`config.mk`:
```
export PLATFORM = sky130hd
export DESIGN_NAME = tinyqv_prefetch_queue
export DESIGN_NICKNAME = d
export VERILOG_FILES = /design/src/rtl/tinyqv_fetch_pkg.sv /design/src/rtl/tinyqv_prefetch_ram.sv /design/src/rtl/tinyqv_prefetch_queue.sv
export SDC_FILE = /design/constraint.sdc
export NUM_CORES = 1
export LEC_CHECK = 0
export BUFFER_PORTS_ARGS = -buffer_cell sky130_fd_sc_hd__buf_4
export CAP_MARGIN = 10
export CORE_ASPECT_RATIO = 0.6
export CORE_MARGIN = 1
export CORE_UTILIZATION = 25
export CTS_CLUSTER_DIAMETER = 100
export DETAILED_ROUTE_END_ITERATION = 16
export SLEW_MARGIN = 20
export SYNTH_ARGS = -nofsm -noshare
export SYNTH_HDL_FRONTEND = slang
export SYNTH_SLANG_ARGS = --single-unit
```
`constraint.sdc`:
```
create_clock -name clk -period 7.75 [get_ports clk]
set_input_delay 1.1625 -clock clk [delete_from_list [all_inputs] [get_ports clk]]
set_output_delay 1.1625 -clock clk [all_outputs]
set_load 0.1 [all_outputs]
```
`src/rtl/tinyqv_fetch_pkg.sv`:
```
// Shared definitions for the TinyQV instruction prefetch path.
package tinyqv_fetch_pkg;

    localparam logic [1:0] INSTR_LEN_16 = 2'b01;
    localparam logic [1:0] INSTR_LEN_32 = 2'b10;

    typedef enum logic {
        FETCH_IDLE = 1'b0,
        FETCH_RUN  = 1'b1
    } fetch_state_e;

    function automatic logic is_compressed(input logic [1:0] opcode_lo);
        return opcode_lo != 2'b11;
    endfunction

    // One extra bit beyond the index distinguishes full from empty.
    function automatic int ptr_width(input int depth_log2);
        return depth_log2 + 1;
    endfunction

endpackage

```
`src/rtl/tinyqv_prefetch_ram.sv`:
```
// Halfword storage for the prefetch queue: one write port, two read ports (head and head+1).
module tinyqv_prefetch_ram #(
    parameter int DEPTH_LOG2 = 2
) (
    input  logic                  clk,
    input  logic                  we,
    input  logic [DEPTH_LOG2-1:0] waddr,
    input  logic [15:0]           wdata,
    input  logic [DEPTH_LOG2-1:0] raddr0,
    input  logic [DEPTH_LOG2-1:0] raddr1,
    output logic [15:0]           rdata0,
    output logic [15:0]           rdata1
);

    logic [15:0] mem [2**DEPTH_LOG2];

    always_ff @(posedge clk) begin
        if (we) mem[waddr] <= wdata;
    end

    assign rdata0 = mem[raddr0];
    assign rdata1 = mem[raddr1];

endmodule

```
`src/rtl/tinyqv_prefetch_queue.sv`:
```
// Circular halfword prefetch queue feeding the TinyQV decoder, with redirect/flush.
//   state      | meaning
//   FETCH_IDLE | fetcher not streaming; fetch_restart asserted, incoming data dropped
//   FETCH_RUN  | fetcher streaming; valid halfwords are written into the queue
module tinyqv_prefetch_queue
    import tinyqv_fetch_pkg::*;
#(
    parameter int DEPTH_LOG2   = 2,
    parameter int ADDR_HI      = 23,
    parameter int STALL_MARGIN = 0
) (
    input  logic               clk,
    input  logic               rstn,
    output logic [ADDR_HI:1]   fetch_addr,
    output logic               fetch_restart,
    output logic               fetch_stall,
    input  logic               fetch_started,
    input  logic               fetch_stopped,
    input  logic [15:0]        fetch_data,
    input  logic               fetch_ready,
    output logic [31:0]        instr,
    output logic               instr_ready,
    output logic [1:0]         instr_len,
    output logic [ADDR_HI:1]   pc,
    output logic [DEPTH_LOG2:0] count,
    input  logic               consume,
    input  logic               redirect,
    input  logic [ADDR_HI:1]   redirect_addr
);

    localparam int DEPTH = 1 << DEPTH_LOG2;
    localparam int PW    = ptr_width(DEPTH_LOG2);
    localparam logic [PW-1:0] FULL_CNT   = PW'(DEPTH);
    localparam logic [PW-1:0] STALL_IDLE = PW'(DEPTH - STALL_MARGIN);
    localparam logic [PW-1:0] STALL_RUN  = PW'(DEPTH - STALL_MARGIN - 1);

    fetch_state_e state, state_nxt;
    logic [PW-1:0]         rd_ptr, wr_ptr, count_w, next_count, len_w;
    logic [ADDR_HI:1]      pc_q;
    logic [DEPTH_LOG2-1:0] rd_idx, rd_idx1;
    logic [15:0]           head_lo, head_hi;
    logic                  running, full, compressed, do_write, do_consume;

    tinyqv_prefetch_ram #(.DEPTH_LOG2(DEPTH_LOG2)) u_ram (
        .clk    (clk),
        .we     (do_write),
        .waddr  (wr_ptr[DEPTH_LOG2-1:0]),
        .wdata  (fetch_data),
        .raddr0 (rd_idx),
        .raddr1 (rd_idx1),
        .rdata0 (head_lo),
        .rdata1 (head_hi)
    );

    assign rd_idx     = rd_ptr[DEPTH_LOG2-1:0];
    assign rd_idx1    = rd_idx + 1'b1;
    assign instr      = {head_hi, head_lo};
    assign count_w    = wr_ptr - rd_ptr;
    assign full       = count_w == FULL_CNT;
    assign running    = state == FETCH_RUN;
    assign compressed = is_compressed(head_lo[1:0]);
    assign instr_len  = compressed ? INSTR_LEN_16 : INSTR_LEN_32;
    assign len_w      = PW'(instr_len);
    assign instr_ready = (count_w >= PW'(2)) || (count_w == PW'(1) && compressed);

    assign do_write   = fetch_ready && running && !redirect && !full;
    assign do_consume = consume && instr_ready && !redirect;

    assign next_count = redirect ? '0
                      : count_w + PW'(do_write) - (do_consume ? len_w : '0);
    assign fetch_stall   = next_count >= (running ? STALL_RUN : STALL_IDLE);
    assign fetch_restart = !running && !redirect;
    assign fetch_addr    = pc_q + ADDR_HI'(count_w);
    assign pc            = pc_q;
    assign count         = count_w;

    always_comb begin
        state_nxt = state;
        if (redirect)                              state_nxt = FETCH_IDLE;
        else if (state == FETCH_IDLE && fetch_started) state_nxt = FETCH_RUN;
        else if (state == FETCH_RUN && fetch_stopped)  state_nxt = FETCH_IDLE;
    end

    always_ff @(posedge clk or negedge rstn) begin
        if (!rstn) state <= FETCH_IDLE;
        else       state <= state_nxt;
    end

    always_ff @(posedge clk or negedge rstn) begin
        if (!rstn) begin
            rd_ptr <= '0;
            wr_ptr <= '0;
            pc_q   <= '0;
        end else if (redirect) begin
            rd_ptr <= '0;
            wr_ptr <= '0;
            pc_q   <= redirect_addr;
        end else begin
            if (do_write) wr_ptr <= wr_ptr + 1'b1;
            if (do_consume) begin
                rd_ptr <= rd_ptr + len_w;
                pc_q   <= pc_q + ADDR_HI'(instr_len);
            end
        end
    end

    // A write arriving while full is dropped; a pop with no complete instruction is ignored.
    a_no_overrun: assert property (@(posedge clk) disable iff (!rstn)
        (fetch_ready && running && !redirect) |-> !full);
    a_legal_consume: assert property (@(posedge clk) disable iff (!rstn)
        (consume && !redirect) |-> instr_ready);

endmodule

```
* Word-level counts from Yosys, hierarchy flattened
Memory sizes are Yosys's and may differ from the RTL's.
Index checks and enable logic that the tools add are counted.
W data, S select, Z words.
** Word-level totals
- Bits in writable memories :: 64
- Register bits :: 30
- Bits in read-only memories :: 0
- Word-level logic and storage cells :: 50
- Latch bits :: 0
- Input port bits :: 46
- Memories kept :: 1
** Memory list
- u_ram.mem :: words 4, width 16, rd ports 2, clocked after memory_dff 0, write ports 1, line tinyqv_prefetch_ram.sv:15 : logic [15:0] mem [2**DEPTH_LOG2];
** Cells by class
- Equal/unequal tests :: 3
- Multiply operators :: 0
- Order comparisons :: 2
- $add $sub $neg :: 8
- Div/mod/pow operators :: 0
- Bitwise gates (word level) :: 1
- Reductions and logical operators :: 16
- Muxes and demuxes :: 15
- Shifts and indexed selects :: 0
** Operators with widths (count)
- $mux W23 :: 2
- $add A23 B2 Y23 :: 1
- $add A23 B3 Y23 :: 1
- $mux W3 :: 6
- $logic_and A1 B1 Y1 :: 9
- $mux W1 :: 5
- $mux W2 :: 2
- $reduce_bool A2 Y1 :: 2
- $add A3 B1 Y3 :: 1
- $add A3 B1 Y3 const B :: 1
- $add A3 B2 Y3 :: 1
- $eq A3 B1 Y1 const B :: 1
- $eq A3 B3 Y1 const B :: 1
- $ge A3 B2 Y1 const B :: 1
- $ge A3 B3 Y1 :: 1
- $logic_not A1 Y1 :: 3
- $reduce_bool A3 Y1 :: 1
- $sub A3 B2 Y3 :: 1
- $sub A3 B3 Y3 :: 1
- $add A2 B1 Y2 const B :: 1
- $ne A2 B2 Y1 const B :: 1
- $logic_or A1 B1 Y1 :: 1
- $not A1 Y1 :: 1

* Longest topological paths before layout
- Depth in word-level cells :: 10
- Mapped depth :: 16
- Mapped depth without buffers :: 16

* By module
From an unflattened synthesis, not the netlist that was laid out.
** Unflattened totals
- Cells, all modules :: 395
- Area total of the unflattened synthesis :: 5296.3 um2
** Modules (own cells, without submodules)
- tinyqv_prefetch_ram :: seq. area each 1921.8 um2, area an instance 2801.4 um2, times used 1, cells each 108
- tinyqv_prefetch_queue :: seq. area each 750.7 um2, area an instance 2494.9 um2, times used 1, cells each 287

* Worst setup path before layout
OpenSTA, ideal clock, no wires.
- Kind :: register to output
- Start :: reg wr_ptr[0]
- End :: out fetch_stall
- Cell stages (with the launch flop) :: 17
- Path buffers :: 0
- Arrival :: 4829 ps
- Slack :: 1759 ps
- Data required time :: 6588 ps
- Cell sequence :: dfrtp_1 > inv_1 > ha_1 > fa_1 > inv_1 > nor2_1 > a211oi_1 > inv_1 > ha_1 > inv_1 > ha_1 > fa_1 > xor2_1 > xnor2_1 > nor2_1 > ha_1 > a21o_1
** Between the ends
- Word-level cells in the longest chain between the ends :: 10
- Elaborated cells between the ends (all ways) :: 15
- Those cells by class :: 3 x add/sub; 2 x order compare; 2 x eq/ne; 2 x mux; 6 x reduce/logical
** RTL lines
- from (decl) :: line tinyqv_prefetch_queue.sv:38 : logic [PW-1:0] rd_ptr, wr_ptr, count_w, next_count, len_w;
- from (signal assigned) :: line tinyqv_prefetch_queue.sv:99 : if (do_write) wr_ptr <= wr_ptr + 1'b1;
- $sub A3 B3 Y3 (*) :: line tinyqv_prefetch_queue.sv:58 : assign count_w = wr_ptr - rd_ptr;
- named net count[1] :: line tinyqv_prefetch_queue.sv:25 : output logic [DEPTH_LOG2:0] count,
- parallel branches: the longest is 6 deep, another holds $add A3 B1 Y3
- $sub A3 B2 Y3 (*) :: line tinyqv_prefetch_queue.sv:70 : : count_w + PW'(do_write) - (do_consume ? len_w : '0);
- $mux W3 (*) :: line tinyqv_prefetch_queue.sv:69 : assign next_count = redirect ? '0
- $ge A3 B3 Y1 (*) :: line tinyqv_prefetch_queue.sv:71 : assign fetch_stall = next_count >= (running ? STALL_RUN : STALL_IDLE);
- to (decl) :: line tinyqv_prefetch_queue.sv:16 : output logic fetch_stall,
Mark *: on every way through the listed nets, which the timed path passes.

* Worst setup path after layout
- Start :: reg rd_ptr[0]
- End :: out fetch_stall
** Between the ends
- Word-level cells in the longest chain between the ends :: 10
- Elaborated cells between the ends (all ways) :: 18
- Those cells by class :: 3 x add/sub; 2 x order compare; 3 x eq/ne; 3 x mux; 6 x reduce/logical; 1 x memory
** RTL lines
- from (decl) :: line tinyqv_prefetch_queue.sv:38
- from (signal assigned) :: line tinyqv_prefetch_queue.sv:101 : rd_ptr <= rd_ptr + len_w;
- parallel branches: the longest is 7 deep, another holds $sub A3 B3 Y3
- $sub A3 B2 Y3 (*) :: line tinyqv_prefetch_queue.sv:70
- $mux W3 (*) :: line tinyqv_prefetch_queue.sv:69
- $ge A3 B3 Y1 (*) :: line tinyqv_prefetch_queue.sv:71
Every way passes the cells marked *.

==> run summary <==
Status - completed
Avg Cell Area, Syn - 13.0 um2
Most common cell after layout, fill and taps aside - buf_4
Routed Antenna Nets - 0
DRC Markers - 0
I/O pin total - 132
Pre-antenna DRT Iters - 4
Fmax achieved - 159 MHz
Gr ovfl total - 0
CP endpoint kind - primary output
DR WL/cell - 17.8 um
Clock Pin Slew Worst Setup and Hold Paths - 0.07 ns
Clock buffer depth - 2
Vias - 3765
Sequential-to-total area share from yosys stat - 50.8%
Syn nets - 471
Worst skew pair latency - 0.34 ns
Max-Cap Viols - 0
Cells after DPL - 782
Worst EP required - 6.59 ns
Synth async-reset ratio - 31.9%
Core Rows - 40
Setup Skew - 0.00905 ns
Slew Viols, Final - 0
FILL cells - 2032
Commonest cells after routing, fill and taps aside - buf_4, edfxtp_1, nand2_1
Slew at the pin with the worst max-slew slack - 0.938 ns
Post-synth EDFFs - 64
HP Class - flop to flop
Yosys cell types - 47
Critical Path Source Type - flop
Top_reg_cell synth - edfxtp_1
Hold WS - 0.574 ns
Yosys reg bits - 94
Total track usage - 13.4%
Buffers added on ports - 131
Die Wd - 189 um
Initial Util - 25.9%
CTS tree - built
Headroom to the max-slew limit - 37.5%
Setup TNS - 0 ns
Final setup fails - 0
Final Hold Viols - 0
Nets@finish - 587
Mapped cell area - 5260 um2
Routability Congestion - 0.866
Layout Utilization - 33.3%
Layout Cells excl Fill - 798
DR vias/cell - 4.72
CTS Buf Count - 9
RSZ-0062 raised after global routing - no
Multi-input logic area - 2400 um2
Num Clock Sinks - 94
First-pass GRT wire length - 21800 um
Crit path DAT - 5.13 ns
Root buffer cell - clkbuf_16
Synth-to-Final Area Change - 28.4%
Crit path max fanout - 35
Critical path type - flop to primary output
H-tree levels - 3
Largest net degree at the start of global routing - 56
Detailed placement HPWL - 10400 um
Fin crit share - 81.2%
Die Area - 21600 um2
Final min period - 6.29 ns
Post-CTS Setup Bufs - 0
Final wirelength - 14200 um
CTS resizes - 0
Antenna violations before repair - 0
Iter 0 DRT Violations - 289
Number of global-route vias before repair - 3755
# hold bufs at CTS - 0
Diodes inserted - 0
Layout cells sized above 1 - 36.4%
Storage cell area - 2680 um2
Die height - 114 um
Area of the core - 20300 um2
Synthesis warning total - 0
Mapped Cells - 404
layout make-up:
class,instances,area share (%)
clock buffer,10,3.39
timing repair buffer,132,14.7
inverter,17,0.944
multi-input combinational,266,35.6
clock inverter,6,0.778
tap,273,5.05
sequential,94,39.6
path summary, 6_finish.rpt:
kind                       startpoint           to  slack, ns  cells past startpoint
hold / removal              wr_ptr[2]    wr_ptr[2]       0.57                      1
setup reg to reg            rd_ptr[0]       pc[17]       3.40                     11
setup / recovery            rd_ptr[0]  fetch_stall       1.46                     16
min in group asynchronous        rstn       pc[10]       0.75                      1
hold reg to reg             wr_ptr[2]    wr_ptr[2]       0.57                      1
max in group asynchronous        rstn    rd_ptr[0]       6.64                      1
stage by stage:
| stage | setup WS (ns) | instance area (um2) |
|---|---|---|
| after global routing | 1.11 | 6760 |
| after detailed placement | 1.82 | 6480 |
| after CTS | 1.44 | 6760 |
| after global placement | 1.94 | 6480 |
| after floorplan | 1.76 | 5260 |
| final | 1.46 | 6760 |
layer usage:
metal	GRT usage (%)	share of wire, %	vias to the layer above
met4	4.09	0.73	0
met2	19.8	45	109
met5	0	0	-
met1	18.2	46	1903
met3	4.87	8.3	7
li1	-	-	1746
kinds of logic (layout without fill, tap and decap cells):
| logic type | count (synthesis) | count (layout) | share of synthesized area (%) |
|---|---|---|---|
| simple gates | 115 | 115 | 10.8 |
| flops | 94 | 94 | 50.8 |
| compound gates | 50 | 50 | 6.87 |
| buf+inv | 44 | 165 | 3.50 |
| mux | 42 | 42 | 15.7 |
| xor+xnor | 38 | 38 | 6.59 |
| fa+ha+maj | 21 | 21 | 5.71 |
registers in the layout (all words and copies together), names as in the netlist:
register and count:
u_ram.mem 64, pc 23, rd_ptr 3, wr_ptr 3, running 1
Yosys cell counts (8+ instances only):
cell type  instances  area [um2]
nand4_1            8        50.1
nand3_1           11        55.1
mux4_2            32         721
ha_1              16         200
clkbuf_1          17        63.8
o21ai_0           14        70.1
xor2_1            25         219
inv_1             16        60.1
nor3_1            10        50.1
nor2_1            19        71.3
xnor2_1           12         105
nand2_1           34         128
dfrtp_1           30         751
edfxtp_1          64        1920
worst max-delay path, stage by stage, from the launching register on:
cell	delay (ns)
dfrtp_2	0.91
ha_1	0.28
fa_1	0.47
inv_1	0.19
nor2_1	0.09
a211oi_1	0.74
inv_1	0.11
ha_1	0.31
inv_1	0.04
ha_1	0.18
fa_1	0.37
xor2_1	0.19
xnor2_1	0.13
nor2_1	0.06
ha_1	0.30
a21o_1	0.11
buf_4	0.29
Power is left out: the tool's default activity adds up to more than one toggle a clock period on the data nets, which glitch-free logic cannot reach.
